--- config.mk ---
export PLATFORM = sky130hd
export DESIGN_NAME = l2_req_arbiter
export DESIGN_NICKNAME = d
export VERILOG_FILES = /design/src/rtl/l2_req_arbiter.sv
export SDC_FILE = /design/constraint.sdc
export NUM_CORES = 1
export LEC_CHECK = 0
export ABC_AREA = 1
export CAP_MARGIN = 20
export CORE_AREA = 3 3 293 295
export DETAILED_ROUTE_END_ITERATION = 16
export DIE_AREA = 0 0 296 298
export GPL_TIMING_DRIVEN = 0
export PLACE_DENSITY_LB_ADDON = 0.1
export SYNTH_ARGS = -nofsm -noshare
export SYNTH_HDL_FRONTEND = slang
export SYNTH_SLANG_ARGS = --single-unit
--- constraint.sdc ---
create_clock -name clk -period 2.6 [get_ports clk]
set_clock_uncertainty 0.05 [all_clocks]
set_input_delay 0.39 -clock clk [delete_from_list [all_inputs] [get_ports clk]]
set_output_delay 0.39 -clock clk [all_outputs]
set_load 0.01 [all_outputs]
--- src/rtl/l2_req_arbiter.sv ---
// l2_req_arbiter: round-robin share of the single L2 processor port
// between the L1 I-side (read) and D-side (read/write) miss paths.
// Ports: clk, proc_reset_n (async, active-low);
//   i_read/i_addr -> i_rdata/i_ready   I-side request and response
//   d_read/d_write/d_addr/d_wdata -> d_rdata/d_ready   D-side
//   l2_read/l2_write/l2_addr/l2_wdata -> L2, l2_rdata/l2_ready <- L2
//   cnt_i/cnt_d   saturating completed-transaction counters
module l2_req_arbiter #(
  parameter int ADDR_W = 28,
  parameter int DATA_W = 128,
  parameter int CNT_W  = 16
) (
  input  logic              clk,
  input  logic              proc_reset_n,
  input  logic              i_read,
  input  logic [ADDR_W-1:0] i_addr,
  output logic [DATA_W-1:0] i_rdata,
  output logic              i_ready,
  input  logic              d_read,
  input  logic              d_write,
  input  logic [ADDR_W-1:0] d_addr,
  input  logic [DATA_W-1:0] d_wdata,
  output logic [DATA_W-1:0] d_rdata,
  output logic              d_ready,
  output logic              l2_read,
  output logic              l2_write,
  output logic [ADDR_W-1:0] l2_addr,
  output logic [DATA_W-1:0] l2_wdata,
  input  logic [DATA_W-1:0] l2_rdata,
  input  logic              l2_ready,
  output logic [CNT_W-1:0]  cnt_i,
  output logic [CNT_W-1:0]  cnt_d
);

  typedef enum logic [1:0] {
    IDLE   = 2'd0,
    BUSY_I = 2'd1,
    BUSY_D = 2'd2
  } state_e;

  state_e              state_q, state_d;
  logic                last_d_q, last_d_d;
  logic                rd_q, rd_d;
  logic                wr_q, wr_d;
  logic [ADDR_W-1:0]   addr_q, addr_d;
  logic [DATA_W-1:0]   wdata_q, wdata_d;
  logic [CNT_W-1:0]    cnt_i_q, cnt_i_d;
  logic [CNT_W-1:0]    cnt_d_q, cnt_d_d;

  logic i_vld;
  logic d_vld;
  logic grant_d;

  // read+write together is not a legal D request
  assign i_vld = i_read;
  assign d_vld = d_read ^ d_write;

  // D wins a tie unless it was served last
  assign grant_d = d_vld && (!i_vld || !last_d_q);

  assign cnt_i = cnt_i_q;
  assign cnt_d = cnt_d_q;

  always_ff @(posedge clk or negedge proc_reset_n) begin
    if (!proc_reset_n) begin
      state_q  <= IDLE;
      last_d_q <= 1'b0;
      rd_q     <= 1'b0;
      wr_q     <= 1'b0;
      addr_q   <= '0;
      wdata_q  <= '0;
      cnt_i_q  <= '0;
      cnt_d_q  <= '0;
    end else begin
      state_q  <= state_d;
      last_d_q <= last_d_d;
      rd_q     <= rd_d;
      wr_q     <= wr_d;
      addr_q   <= addr_d;
      wdata_q  <= wdata_d;
      cnt_i_q  <= cnt_i_d;
      cnt_d_q  <= cnt_d_d;
    end
  end

  always_comb begin
    state_d  = state_q;
    last_d_d = last_d_q;
    rd_d     = rd_q;
    wr_d     = wr_q;
    addr_d   = addr_q;
    wdata_d  = wdata_q;
    cnt_i_d  = cnt_i_q;
    cnt_d_d  = cnt_d_q;
    i_ready  = 1'b0;
    i_rdata  = '0;
    d_ready  = 1'b0;
    d_rdata  = '0;
    l2_read  = 1'b0;
    l2_write = 1'b0;
    l2_addr  = '0;
    l2_wdata = '0;
    unique case (state_q)
      IDLE: begin
        if (grant_d) begin
          rd_d    = d_read;
          wr_d    = d_write;
          addr_d  = d_addr;
          wdata_d = d_wdata;
          state_d = BUSY_D;
        end else if (i_vld) begin
          rd_d    = 1'b1;
          wr_d    = 1'b0;
          addr_d  = i_addr;
          wdata_d = '0;
          state_d = BUSY_I;
        end
      end
      BUSY_I: begin
        l2_read  = rd_q;
        l2_write = wr_q;
        l2_addr  = addr_q;
        l2_wdata = wdata_q;
        if (l2_ready) begin
          // a requester that gave up gets no pulse
          i_ready  = i_vld;
          i_rdata  = i_vld ? l2_rdata : '0;
          state_d  = IDLE;
          last_d_d = 1'b0;
          if (!(&cnt_i_q)) begin
            cnt_i_d = cnt_i_q + CNT_W'(1);
          end
        end
      end
      BUSY_D: begin
        l2_read  = rd_q;
        l2_write = wr_q;
        l2_addr  = addr_q;
        l2_wdata = wdata_q;
        if (l2_ready) begin
          d_ready  = d_vld;
          d_rdata  = d_vld ? l2_rdata : '0;
          state_d  = IDLE;
          last_d_d = 1'b1;
          if (!(&cnt_d_q)) begin
            cnt_d_d = cnt_d_q + CNT_W'(1);
          end
        end
      end
      default: begin
        state_d = IDLE;
      end
    endcase
  end

endmodule
**Word level (Yosys, flattened, before mapping)**

Index checks and enable logic that the tools add are counted.
W data, S select, Z words.

- Register bits: 193
- Bits of input ports: 318

- Add/sub/neg operators: 2
- Eq/ne operators: 6
- Multiplexer cells: 29
- Bitwise gates (word level): 3
- Reductions and logical operators: 15

Operators with widths:

| cell | number |
|---|---|
| $mux W128 | 9 |
| $mux W28 | 3 |
| $add A16 B1 Y16 const B | 2 |
| $reduce_and A16 Y1 | 2 |
| $mux W1 | 12 |
| $reduce_and A3 Y1 | 3 |
| $mux W2 | 3 |
| $ne A2 B2 Y1 const B | 2 |
| $pmux W2 S2 | 1 |
| $reduce_and A2 Y1 | 2 |
| $reduce_bool A2 Y1 | 2 |
| $ne A3 B3 Y1 const B | 1 |
| $eq A2 B1 Y1 const B | 1 |
| $eq A2 B2 Y1 const B | 1 |
| $logic_not A1 Y1 | 2 |
| $logic_not A2 Y1 | 1 |
| $ne A2 B1 Y1 const B | 1 |
| $not A1 Y1 | 2 |
| $pmux W1 S2 | 1 |
| $reduce_or A2 Y1 | 1 |
| $logic_and A1 B1 Y1 | 1 |
| $logic_or A1 B1 Y1 | 1 |
| $xor A1 B1 Y1 | 1 |

**Longest topological paths before layout**

Gate-level depths: netlist of run 1.

- Depth after elaboration: 5
- Depth in mapped cells: 11
- Mapped depth without buffers: 10

**Least setup slack after synthesis of run 1**

OpenSTA, ideal clock, no wires.

- Kind: register to output
- Start: register state_q[0]
- End: output l2_addr[10]
- Arrival: 1.500 ns
- Required time: 2.160 ns
- Slack: 0.660 ns
- Cell stages (with the launch flop): 8
- Buffers on the path: 3
- Path through: dfrtp_1 -> inv_1 -> ha_1 -> buf_2 -> clkbuf_1 -> buf_1 -> nand2_1 -> inv_1

- Cells in the longest elaborated chain, start to end: 3
- Elaborated cells on any way between the ends: 4
- Classes of those cells: eq/ne: 2; mux: 1; reduce/logical: 1

Ends and longest elaborated chain:

| element | RTL line | RTL |
|---|---|---|
| start, declared | 41 | `state_e state_q, state_d;` |
| start signal, assigned | 75 | `state_q <= state_d;` |
| $eq A2 B2 Y1 or $eq A2 B1 Y1 (tied branches) | 103 | `unique case (state_q)` |
| $reduce_or A2 Y1 (no source line) * | - |  |
| $mux W28 * | 103 |  |
| end, declared | 27 | `output logic [ADDR_W-1:0] l2_addr,` |

Every way passes the cells marked *; elsewhere a longest branch is shown, timed or not.

**Final worst setup path of run 1**

- Start: register state_q[0]
- End: output l2_wdata[7]

- Cells in the longest elaborated chain, start to end: 3
- Elaborated cells on any way between the ends: 4
- Classes of those cells: eq/ne: 2; mux: 1; reduce/logical: 1

Ends and longest elaborated chain:

| element | RTL line | RTL |
|---|---|---|
| $eq A2 B2 Y1 or $eq A2 B1 Y1 (tied branches) | 103 |  |
| $reduce_or A2 Y1 (no source line) * | - |  |
| $mux W128 * | 103 |  |
| end, declared | 28 | `output logic [DATA_W-1:0] l2_wdata,` |

Marks and branches as above.

==> metrics.txt, run 1 <==
drc violations=0; Std-Cell Rows=106; VDD IR-drop max=434 uV; Syn-to-layout area delta=83.1%; crit share post-route=101%; CTS buffer count=17; share of cells above drive strength 1=24.4%; Synth Register Bits=193; DRT Wirelength=70.4 mm; HP Class=in2reg; Pleak=12.1 nW; Synthesis Warnings=0; dpl ws=-1340 ps; flop-to-flop setup slack=350 ps; Slew HR=45.6%; Final #Nets=2,927; die area=88,200 sq um; hold_sp=d_addr[18]; final worst path period need=2620 ps; Worst Hold Path Cells=3; clock root cell=clkbuf_16; largest net degree at the start of global routing=105; CTS H-tree depth=4; chip height=298 um; Critical Path Source Type=flip-flop; I/O Buffers=765; Longest Clk Path Bufs=2; GRT Overall Usage=15.2%; slew at the pin closest to its max-slew limit=816 ps; CTS tree=yes; worst r2r dst=wdata_q[73]; I/O pins=766; fin worst setup slack=-21.7 ps; CP startpoint=state_q[0]; hold endpoint=addr_q[18]; CP Buf/Inv Count=5; WL/cell=19.0 um; Synth area leader=dfrtp_1; commonest non-fill, non-tap cells in the layout=nand2_1 (588), clkdlybuf4s50_1 (349), inv_1 (311); worst-path fanout max=10; failing checks=setup timing; commonest non-fill, non-tap cell in the layout=nand2_1; Final setup violation count=2; TritonRoute pass-1 iters=5; reg2reg start=state_q[1]; clock latency on the worst-skew pair=500 ps; GRT overflow=0; Critical Path End Type=output pin; number of distinct library cells after synthesis=26; Post-DRT Antenna Nets=0; Worst Reg2Reg Path Length in Cells=8; Crit path arrival time=2180 ps; Yosys top cell area share=42.1%; Via-to-Cell Ratio=3.77; PwrDens=830 nW/um^2; status=finished, violations left; Peak Freq=0.381 GHz; starting density of the core=13.8%; syn nets=2,116; Final Max Slew Viols=0; CP Cell Sequence=inv_2 -> ha_4 -> buf_12 -> clkbuf_8 -> nand2_1 -> inv_1 -> clkdlybuf4s50_1; CP Class=reg2out; routed via count=13,970; setup tns final=-24.2 ps; sequential-to-total area share from yosys stat=42.1%; top post-synthesis cells by area=dfrtp_1 (42%), nand2_1 (20%), inv_1 (10%), nor2_1 (10%), nand3_1 (6.4%); Top Family by Delay on Critical Path=buffers and inverters; clock-pin slew on the worst setup and hold paths=90 ps; Mapped Cells=1,793; Multi-input gate area=5390 sq um; max_cap viols=0; antenna violations before repair=21; Reg area=4830 sq um; Starting DRT DRC Count=788; fill count=9,468; Avg Cell Area, Syn=6.40 sq um; vias in the first global route=14,215; RePlAce Congestion=0.851; Hold Fails Final Rpt=0; CP required=2160 ps; first-pass GRT wire length=98.1 mm; Die X=296 um; crit path max-delay cell type=clkdlybuf4s50_1; Core ar.=83,400 sq um; slowest stage delay, CP=530 ps; RSZ-0062 raised after global routing=true; CTS sink count=193; DP HPWL=57.0 mm; Synth Cell Area=11,500 sq um
==> power breakdown <==
group | switching, mW | internal, mW
combinational | 5.80 | 4.11
sequential | 0.676 | 4.10
clock | 1.48 | 1.28
total | 7.96 | 9.48
==> final cells by class <==
class	instances	area share, %
Antenna cell	8	0.0952
Tap cell	1080	6.43
Multi-Input combinational cell	1172	25.6
Inverter	323	5.82
Clock buffer	18	2.04
Timing Repair Buffer	796	31.3
Sequential cell	193	23.0
Clock inverter	14	0.655
Buffer	101	5.08
==> state kept, by name, summed over array words and instances (netlist names) <==
name / flops
cnt_i: 16
cnt_d: 16
wdata_q: 128
rd_q: 1
wr_q: 1
addr_q: 28
last_d_q: 1
state_q: 2
==> metal layers <==
layer  GRT usage, %  part of all wire [%]  vias up
met5              0                  0.19        -
met4           3.62                   1.5       20
met3           5.87                   8.9       62
li1               -                     -     6888
met1           16.4                    39     6493
met2           27.6                    51      507
==> cells by family after synthesis <==
family	synth area share (%)
simple gates	38.2
flops	42.1
buf+inv	15.2
fa+ha+maj	0.545
xor+xnor	0.992
compound gates	2.96
==> worst min-delay path, delay by kind of cell <==
family	cells	cell delay (ps)
simple gates	1	60
buf+inv	1	390
compound gates	1	60
==> cells in the mapped netlist (all sizes together) <==
master / n
a21oi: 56
and2: 2
buf: 71
clkbuf: 34
dfrtp: 193
ha: 5
inv: 323
nand2: 604
nand3: 147
nand4: 13
nor2: 319
nor3: 1
o21ai: 12
xnor2: 11
xor2: 2
==> what timing repair did <==
action	4_1_cts	5_1_grt
hold endpoints to repair	89	0
resized for setup	1043	744
pin swaps	3	5
endpoints found under the setup margin	416	410
hold buffers	1	0
cloned	2	9
buffers inserted	11	7
==> how the worst max path moves through the flow <==
stage	to	cells past startpoint
finish	l2_wdata[7]	7
global route	l2_wdata[7]	7
CTS	l2_wdata[56]	9
detailed placement	l2_wdata[96]	8
global placement	wdata_q[68]	1
floorplan	l2_addr[10]	7
==> through the flow <==
step	std cells	hold WS, ps	cell area, sq um	util, %	power [mW]
after global routing	3701	365	21000	25.2	19.0
after floorplan	1793	44.4	11500	-	9.16
after detailed placement	3639	408	20500	24.6	14.6
final	3705	384	21000	25.2	17.4
after CTS	3685	336	20900	25.1	17.7
after global placement	3638	405	20500	24.6	14.6
No activity file was read; power rests on OpenSTA's default activity.
==> inputs of run 2 (changes only) <==
--- a/config.mk
+++ b/config.mk
@@ -5,11 +5,10 @@
 export SDC_FILE = /design/constraint.sdc
 export NUM_CORES = 1
 export LEC_CHECK = 0
-export ABC_AREA = 1
 export CAP_MARGIN = 20
-export CORE_AREA = 3 3 293 295
+export CORE_AREA = 3 3 294 296
 export DETAILED_ROUTE_END_ITERATION = 16
-export DIE_AREA = 0 0 296 298
+export DIE_AREA = 0 0 297 299
 export GPL_TIMING_DRIVEN = 0
 export PLACE_DENSITY_LB_ADDON = 0.1
 export SYNTH_ARGS = -nofsm -noshare
==> metrics.txt, run 2 <==
Synthesis Warnings=0 (unchanged); sequential-to-total area share from yosys stat=46.5% (+4.4 points); setup tns final=-293 ps (-269 ps); Most flops, register=wdata_q; first-pass GRT wire length=98.1 mm (about the same); share of cells above drive strength 1=39.1% (+15 points); Critical Path Source Type=flip-flop; Hold Fails Final Rpt=0 (unchanged); max reg flops=128 (unchanged); top post-synthesis cells by area=dfrtp_1 (47%), and2_1 (25%), a22o_1 (11%), mux2i_1 (2.7%), clkbuf_1 (1.8%); Final setup violation count=15 (+13); Crit path arrival time=2210 ps (+30 ps); Via-to-Cell Ratio=3.72 (-1.3%); flop-to-flop setup slack=460 ps (+110 ps); worst r2r dst=cnt_d[15]; CTS H-tree depth=4 (unchanged); clock latency on the worst-skew pair=490 ps (about the same); Longest Clk Path Bufs=2 (unchanged); CTS buffer count=17 (unchanged); failing checks=setup timing; reg2reg start=state_q[0]; antenna violations before repair=41 (+95%); number of synthesized flops with an enable pin=0 (unchanged); Worst Hold Path Cells=2 (-1); WL/cell=24.2 um (+27%); chip height=299 um (+0.34%); PwrDens=833 nW/um^2 (+0.41%); Synth Register Bits=193 (unchanged); GRT overflow=0 (unchanged); syn nets=1,359 (-36%); hold_sp=addr_q[7]; I/O Buffers=765 (unchanged); top-count cell post-synth=and2_1; HP Class=reg2reg; Peak Freq=0.377 GHz (-1.2%); Final #Nets=2,213 (-24%); CP required=2160 ps (about the same); Async SR Flop Fraction=100% (unchanged); DP HPWL=59.7 mm (+4.8%); Die X=297 um (+0.34%); starting density of the core=12.4% (-1.4 points); I/O pins=766 (unchanged); Largest regs=wdata_q: 128 flops, addr_q: 28 flops; CTS tree=yes; commonest non-fill, non-tap cell in the layout=clkdlybuf4s50_1; DRT Wirelength=73.8 mm (+4.8%); number of distinct library cells after synthesis=45 (+73%); largest net degree at the start of global routing=100 (-4.8%); top_reg_cell synth=dfrtp_1; slew at the pin closest to its max-slew limit=804 ps (-11.8 ps); crit share post-route=102% (+1.2 points); RePlAce Congestion=0.883 (+3.8%); Final Max Slew Viols=0 (unchanged); Std-Cell Rows=106 (unchanged); Yosys top cell area share=46.5% (+4.4 points); clock-pin slew on the worst setup and hold paths=80 ps (about the same); CTS sink count=193 (unchanged); GRT Overall Usage=15.7% (+0.52 points); Slew HR=46.4% (+0.78 points); worst-path fanout max=10 (unchanged); Post-DRT Antenna Nets=0 (unchanged); Worst Reg2Reg Path Length in Cells=8 (unchanged); RSZ-0062 raised after global routing=true; VDD IR-drop max=531 uV (+22%); drc violations=0 (unchanged); Syn-to-layout area delta=107%; fin worst setup slack=-52.3 ps (-30.6 ps); die area=88,800 sq um (+0.67%); Pleak=10.4 nW (-14%); top cells by count, synth=and2_1 (414), dfrtp_1 (193), a22o_1 (129), clkbuf_1 (50), nand2_1 (41); Starting DRT DRC Count=427 (-46%); CP Class=reg2out; commonest non-fill, non-tap cells in the layout=clkdlybuf4s50_1 (350), and2_1 (243), dfrtp_1 (193); vias in the first global route=12,211 (-14%); Synth area leader=dfrtp_1; routed via count=11,365 (-19%); clock root cell=clkbuf_16; final instance area=21,500 sq um (+2.3%); Synth Cell Area=10,400 sq um (-9.5%); Mapped Cells=1,036 (-42%); DP Area=19,500 sq um (-5.0%); max_cap viols=0 (unchanged); Critical Path End Type=output pin; status=finished, violations left; Core ar.=83,800 sq um (+0.48%); TritonRoute pass-1 iters=6 (+1); Avg Cell Area, Syn=10.0 sq um (+57%); final worst path period need=2650 ps (+30.6 ps); hold endpoint=addr_q[7]
-- run 2: cell count changes in the layout (fill, tap and decap cells not counted), moves of 28 or more --
cell	before	now
and2_4	0	171
nand2_1	588	40
nor2_4	31	0
nor2_2	73	0
a22o_1	0	129
nor2_1	215	9
inv_1	311	1
nand3_1	146	11
a21oi_1	56	4
buf_6	54	184
and2_1	1	243
buf_2	231	167
clkbuf_2	97	58
mux2i_1	0	28
-- run 2: worst max path at each step --
stage | end | slack (ps) | start
after detailed placement | d_rdata[98] | -1620 | d_read
final | i_rdata[119] | -50 | state_q[0]
after CTS | i_rdata[120] | -220 | state_q[0]
after floorplan | i_rdata[100] | 710 | state_q[1]
after global placement | addr_q[20] | -8540 | proc_reset_n
after global routing | i_rdata[119] | -160 | state_q[1]
-- run 2: through the flow --
| step | hold slack, ps | instances | worst slack (ps) | total power, mW | util, % |
|---|---|---|---|---|---|
| floorplan | 44.4 | 1036 | 714 | 8.57 | - |
| global placement | 407 | 2935 | -8540 | 13.8 | 23.2 |
| detailed placement | 413 | 2936 | -1620 | 13.7 | 23.3 |
| CTS | 380 | 3005 | -222 | 18.1 | 24.7 |
| global route | 409 | 3052 | -162 | 19.3 | 25.6 |
| finish | 424 | 3054 | -52.3 | 17.9 | 25.6 |
-- run 2: cell families after synthesis --
logic type / count (synthesis) / synth area share [%]
fa+ha+maj: 5 / 0.602
flops: 193 / 46.5
compound gates: 175 / 13.4
buf+inv: 87 / 3.64
xor+xnor: 24 / 2.10
simple gates: 520 / 30.6
mux: 32 / 3.13
-- run 2: report_power, final --
| group | internal [mW] | total (mW) | switching [mW] | leakage [nW] |
|---|---|---|---|---|
| logic | 5.45 | 10.2 | 4.77 | 7.62 |
| registers | 4.21 | 4.93 | 0.723 | 2.50 |
| clock network | 1.30 | 2.76 | 1.45 | 0.283 |
-- run 2: critical path, cell delays in order (launching register included) --
cell	delay [ps]
dfrtp_1	400
buf_6	120
ha_4	110
and3_4	250
buf_8	160
and2_1	140
clkdlybuf4s50_1	530
-- run 2: layer usage --
metal  up-vias  GRT usage [%]  share of wire [%]
li1       5233              -                  -
met2       552           29.1                 54
met4         6           8.41                4.1
met1      5471           14.9                 34
met5         -              0              0.057
met3       103           6.17                8.4
-- run 2: what timing repair did --
| item | 4_1_cts | 5_1_grt |
|---|---|---|
| pin swaps | 2 | 53 |
| endpoints found under the setup margin | 568 | 365 |
| setup buffers | 29 | 22 |
| endpoints found under the hold margin | 94 | 0 |
| cloned | 8 | 22 |
| hold buffers | 1 | 0 |
| gates resized for setup | 1521 | 599 |
-- run 2: layout make-up --
class / instances / area [sq um]
Antenna cell: 18 / 45.0
Buffer: 75 / 815
Clock buffer: 18 / 439
Clock inverter: 13 / 145
Fill cell: 9128 / 62300
Inverter: 3 / 11.3
Multi-Input combinational cell: 756 / 5680
Sequential cell: 193 / 4830
Tap cell: 1134 / 1420
Timing Repair Buffer: 844 / 8110
